**src/rtl/digit_scan_ctrl.sv**
```systemverilog
`default_nettype none
// +--------------------------------------------------------------------------+
// | digit_scan_ctrl: 4-digit multiplexed display scanner, double-buffered    |
// | Revision: 1.0                                                            |
// +--------------------------------------------------------------------------+
module digit_scan_ctrl #(
  parameter int TICK_DIV = 50000,
  parameter int DEAD     = 4
) (
  input  logic        clk,
  input  logic        rst,
  input  logic        i_load,
  input  logic [15:0] i_value,
  input  logic [3:0]  i_digit_mask,
  input  logic        i_lz_blank,
  output logic [1:0]  o_sel,
  output logic        o_sel_en,
  output logic [3:0]  o_nibble,
  output logic        o_pending,
  output logic        o_frame_done
);

  localparam int            CW     = (TICK_DIV > 1) ? $clog2(TICK_DIV) : 1;
  localparam logic [CW-1:0] C_LAST = CW'(TICK_DIV - 1);

  typedef enum logic [0:0] {
    ST_BLANK = 1'b0,
    ST_SCAN  = 1'b1
  } state_t;

  state_t        r_state, w_state_nxt;
  logic [CW-1:0] r_cnt, w_cnt_nxt;
  logic [1:0]    r_sel, w_sel_nxt;
  logic [15:0]   r_active, w_active_nxt;
  logic [15:0]   r_shadow, w_shadow_nxt;
  logic          r_pending, w_pending_nxt;

  logic          w_scan;
  logic          w_last;
  logic          w_wrap;
  logic          w_past_dead;
  logic [3:0]    w_vis;
  logic [3:0]    w_nib;

  assign w_scan = (r_state == ST_SCAN);
  assign w_last = (r_cnt == C_LAST);
  assign w_wrap = w_scan && w_last && (r_sel == 2'd3);

  generate
    if (DEAD == 0) begin : g_no_dead
      assign w_past_dead = 1'b1;
    end else begin : g_dead
      assign w_past_dead = (r_cnt >= CW'(DEAD));
    end
  endgenerate

  always_ff @(posedge clk) begin
    if (rst) begin
      r_state   <= ST_BLANK;
      r_cnt     <= '0;
      r_sel     <= 2'd0;
      r_active  <= 16'd0;
      r_shadow  <= 16'd0;
      r_pending <= 1'b0;
    end else begin
      r_state   <= w_state_nxt;
      r_cnt     <= w_cnt_nxt;
      r_sel     <= w_sel_nxt;
      r_active  <= w_active_nxt;
      r_shadow  <= w_shadow_nxt;
      r_pending <= w_pending_nxt;
    end
  end

  always_comb begin
    w_state_nxt   = r_state;
    w_cnt_nxt     = r_cnt;
    w_sel_nxt     = r_sel;
    w_active_nxt  = r_active;
    w_shadow_nxt  = r_shadow;
    w_pending_nxt = r_pending;
    case (r_state)
      ST_BLANK: begin
        w_cnt_nxt = '0;
        w_sel_nxt = 2'd0;
        if (i_load) begin
          w_state_nxt   = ST_SCAN;
          w_active_nxt  = i_value;
          w_pending_nxt = 1'b0;
        end
      end
      ST_SCAN: begin
        if (w_last) begin
          w_cnt_nxt = '0;
          w_sel_nxt = r_sel + 2'd1;
        end else begin
          w_cnt_nxt = r_cnt + CW'(1);
        end
        // A load coinciding with the wrap bypasses the shadow entirely.
        if (i_load && w_wrap) begin
          w_active_nxt  = i_value;
          w_pending_nxt = 1'b0;
        end else if (i_load) begin
          w_shadow_nxt  = i_value;
          w_pending_nxt = 1'b1;
        end else if (w_wrap && r_pending) begin
          w_active_nxt  = r_shadow;
          w_pending_nxt = 1'b0;
        end
      end
      default: begin
        w_state_nxt = ST_BLANK;
      end
    endcase
  end

  // Digit k is dark under zero-suppression when it and every higher nibble are 0.
  assign w_vis[0] = i_digit_mask[0];
  assign w_vis[1] = i_digit_mask[1] && !(i_lz_blank && (r_active[15:4]  == 12'd0));
  assign w_vis[2] = i_digit_mask[2] && !(i_lz_blank && (r_active[15:8]  == 8'd0));
  assign w_vis[3] = i_digit_mask[3] && !(i_lz_blank && (r_active[15:12] == 4'd0));

  assign w_nib        = r_active[{r_sel, 2'b00} +: 4];
  assign o_sel        = r_sel;
  assign o_sel_en     = w_scan && w_past_dead && w_vis[r_sel];
  assign o_nibble     = o_sel_en ? w_nib : 4'd0;
  assign o_pending    = r_pending;
  assign o_frame_done = w_wrap;

endmodule
`default_nettype wire
```
**config.mk**
```make
export PLATFORM = sky130hd
export DESIGN_NAME = digit_scan_ctrl
export DESIGN_NICKNAME = d
export VERILOG_FILES = /design/src/rtl/digit_scan_ctrl.sv
export SDC_FILE = /design/constraint.sdc
export NUM_CORES = 1
export LEC_CHECK = 0
export CELL_PAD_IN_SITES_DETAIL_PLACEMENT = 1
export CELL_PAD_IN_SITES_GLOBAL_PLACEMENT = 1
export CORE_MARGIN = 4
export CORE_UTILIZATION = 42
export DETAILED_ROUTE_END_ITERATION = 10
export PLACE_DENSITY = 0.89
export SLEW_MARGIN = 15
export SYNTH_ARGS = -nofsm -noshare
export SYNTH_HDL_FRONTEND = slang
export SYNTH_SLANG_ARGS = --single-unit
```
**constraint.sdc**
```tcl
create_clock -name clk -period 2.67 [get_ports clk]
set_clock_uncertainty 0.1 [all_clocks]
set_input_delay 0.534 -clock clk [delete_from_list [all_inputs] [get_ports clk]]
set_output_delay 0.534 -clock clk [all_outputs]
set_load 0.005 [all_outputs]
```
==> metrics.md <==
| Metric | Value |
|---|---|
| Post-layout min period | `2.60 ns` |
| First-pass GRT wire length | `14.5 mm` |
| Post-synth top cells | `52 x dfxtp_1, 44 x nand2_1, 23 x nor3_1, 18 x and3_1` |
| Post-synth top flop | `dfxtp_1` |
| Crit path kind | `flop to output pin` |
| Final wirelength | `9.09 mm` |
| DRC | `0` |
| Die ar. | `7880 µm²` |
| Sequential-to-total area share from yosys stat | `38.0%` |
| Seq. cell area | `1060 µm²` |
| H-tree depth | `2` |
| Number of I/O pins | `33` |
| Comb pwr share | `14.0%` |
| Synthesized area per cell | `8.54 µm²` |
| # rows | `29` |
| Dpl ws | `-0.321 ns` |
| Total power draw | `1.62 mW` |
| Largest area contributor in the netlist | `dfxtp_1` |
| Global route overflow | `0` |
| Top post-synthesis cells by area | `dfxtp_1 38%, mux2i_1 6.2%, nand2_1 6.0%, o221ai_1 5.1%, nor3_1 4.2%` |
| Flop pwr share | `52.4%` |
| Worst EP arrival | `1.97 ns` |
| Final worst-path setup slack | `0.0695 ns` |
| Die Wd | `88.8 µm` |
| Vias in the first global route | `2812` |
| Period utilization | `97.4%` |
| FILL cells | `734` |
| Dpl hpwl | `5.44 mm` |
| Max-cap viol count | `0` |
| Area of the multi-input gates | `1670 µm²` |
| Vias | `2739` |
| Async set-reset flop share out of synthesis | `0%` |
| RSZ-0062 raised after global routing | `yes` |
| Synth Net Count | `348` |
| Layout Nets | `385` |
| Crit path max fanout | `5` |
| Final core occ | `54.1%` |
| Hold Path Class | `flop to flop` |
| Crit path launch type | `flop` |
| Unique masters post-synth | `42` |
| Crit path required time | `2.04 ns` |
| Sw power | `418 µW` |
| CTS tree | `done` |
| TritonCTS buffer count | `5` |
| Initial antenna violation count | `0` |
| Final Hold Viols | `0` |
| DR iter-0 viols | `241` |
| Core Area | `6350 µm²` |
| GRT Overall Usage | `24.0%` |
| EDFF count, synth | `0` |
| Worst vdd ir | `247 µV` |
| Internal | `1.20 mW` |
| Post-DRT Antenna Nets | `0` |
| Ant diodes | `0` |
| CTS Buffer Depth | `2` |
| Max Slew Vio Count | `0` |
| Clk pwr share | `33.6%` |
| Worst-Margin Slew | `0.498 ns` |
| Die H | `88.8 µm` |
| GP Congestion | `0.794` |
| Cts hold-fix bufs | `0` |
| Vias per std cell | `6.28` |
| Synth warn | `0` |
| # port buffers | `32` |
| Post-Syn Area | `2740 µm²` |
| Achievable Freq | `0.385 GHz` |
| Clock network latency to the later pin of the worst-skew pair | `0.31 ns` |
| Area Overhead vs Synth | `25.3%` |
| Pre-antenna DRT Iters | `4` |
| Share of cells above drive strength 1 | `17.3%` |
| Sw frac | `25.9%` |
| Wire per inst | `20.9 µm` |
| Status | `completed` |
| Flops & latches, synth | `52` |
| Rel. slew slack | `66.4%` |
| Pwr/cell area | `471 nW/µm²` |
| Yosys top cell area share | `38.0%` |
| Final setup vio count | `0` |
| Clock-pin slew on the worst setup and hold paths | `0.10 ns` |
| Leakage | `1.24 nW` |
| Initial Util | `43.2%` |
| Post-synthesis cell count | `321` |
| Most frequent cell after synthesis | `dfxtp_1` |
| Largest net degree at the start of global routing | `49` |
| CTS Root Cell | `clkbuf_8` |
| Setup crit end kind | `output pin` |
| CTS Sinks | `52` |
==> stage by stage <==
stage / instance area, µm² / setup TNS, ns / instances / hold slack [ns]
finish: 3430 / 0 / 436 / 0.368
global route: 3430 / -0.0283 / 436 / 0.396
CTS: 3390 / 0 / 435 / 0.371
detailed placement: 3180 / -1.47 / 423 / 0.356
global placement: 3180 / -1.00 / 423 / 0.343
floorplan: 2740 / 0 / 321 / 0.335
==> critical path, stage by stage, from the launching register on <==
cell	delay, ns
dfxtp_2	0.41
ha_4	0.18
nand3_2	0.13
nor3_4	0.22
and3_4	0.22
clkdlybuf4s50_1	0.50
==> power by group through the flow <==
stage | clock [mW] | combinational [mW] | sequential (mW)
floorplan | 0 | 0.122 | 0.847
global placement | 0 | 0.202 | 0.856
detailed placement | 0 | 0.211 | 0.859
CTS | 0.555 | 0.224 | 0.845
global route | 0.584 | 0.248 | 0.850
finish | 0.543 | 0.227 | 0.847
==> layer usage <==
metal | GRT usage, % | wire, µm
met2 | 39.0 | 4310
met1 | 31.5 | 3920
met5 | 0 | 0
met3 | 4.19 | 557
met4 | 9.75 | 304
==> sequential cells by signal (all words and copies together), names as in the netlist <==
register / flops
o_pending: 1
o_sel: 2
r_active: 16
r_cnt: 16
r_shadow: 16
r_state: 1
==> cell families (layout without fill, tap and decap cells) <==
family	Yosys count	after routing	share of synthesized area, %
and+or+nand+nor	129	129	23.1
AOI/OAI and AO/OA	72	72	19.0
DFF	52	52	38.0
buffers and inverters	32	70	5.20
muxes	21	21	9.49
xor gates and xnor gates	12	12	3.83
adders and majority gates	3	3	1.37
==> cells in the final DEF (no fill, tap or decap), types with 2 or more instances in the layout <==
cell type / n
mux4_2: 4
nor4_1: 4
a211oi_1: 15
buf_4: 19
dlygate4sd2_1: 4
a21oi_1: 8
ha_1: 2
dfxtp_2: 6
clkdlybuf4s50_1: 26
xor2_1: 2
or3_1: 4
inv_1: 8
xnor2_1: 10
dfxtp_4: 2
and3_1: 15
and3_4: 3
o221ai_1: 16
dfxtp_1: 44
nor2_1: 17
nor3_4: 2
o22ai_1: 16
nand3_1: 6
nand4_1: 4
buf_2: 2
mux2i_1: 17
clkbuf_8: 5
nor3_1: 21
nand2_1: 44
o21ai_0: 5
nor4_4: 2
==> final timing paths <==
kind                            slack [ns]  cells past startpoint         start      endpoint
worst max-delay path                  0.07                      5      r_cnt[0]  o_frame_done
worst min-delay path                  0.37                      2  r_shadow[13]  r_shadow[13]
worst max register to register        0.50                      6      o_sel[0]   r_shadow[5]
worst min register to register        0.37                      2  r_shadow[13]  r_shadow[13]
==> cell type report <==
class,instances,share of cell area (%)
multi-input combinational,237,48.6
clock inverter,2,1.02
sequential,52,30.7
tap,77,2.81
timing repair buffer,52,13.6
clock buffer,6,2.11
inverter,10,1.09
==> what timing repair did <==
| item | 4_1_cts | 5_1_grt |
|---|---|---|
| pin swaps | 4 | 4 |
| gates resized for setup | 30 | 13 |
| endpoints found under the setup margin | 6 | 3 |
| setup buffers | 4 | 1 |
No activity file was read; power rests on OpenSTA's default activity.
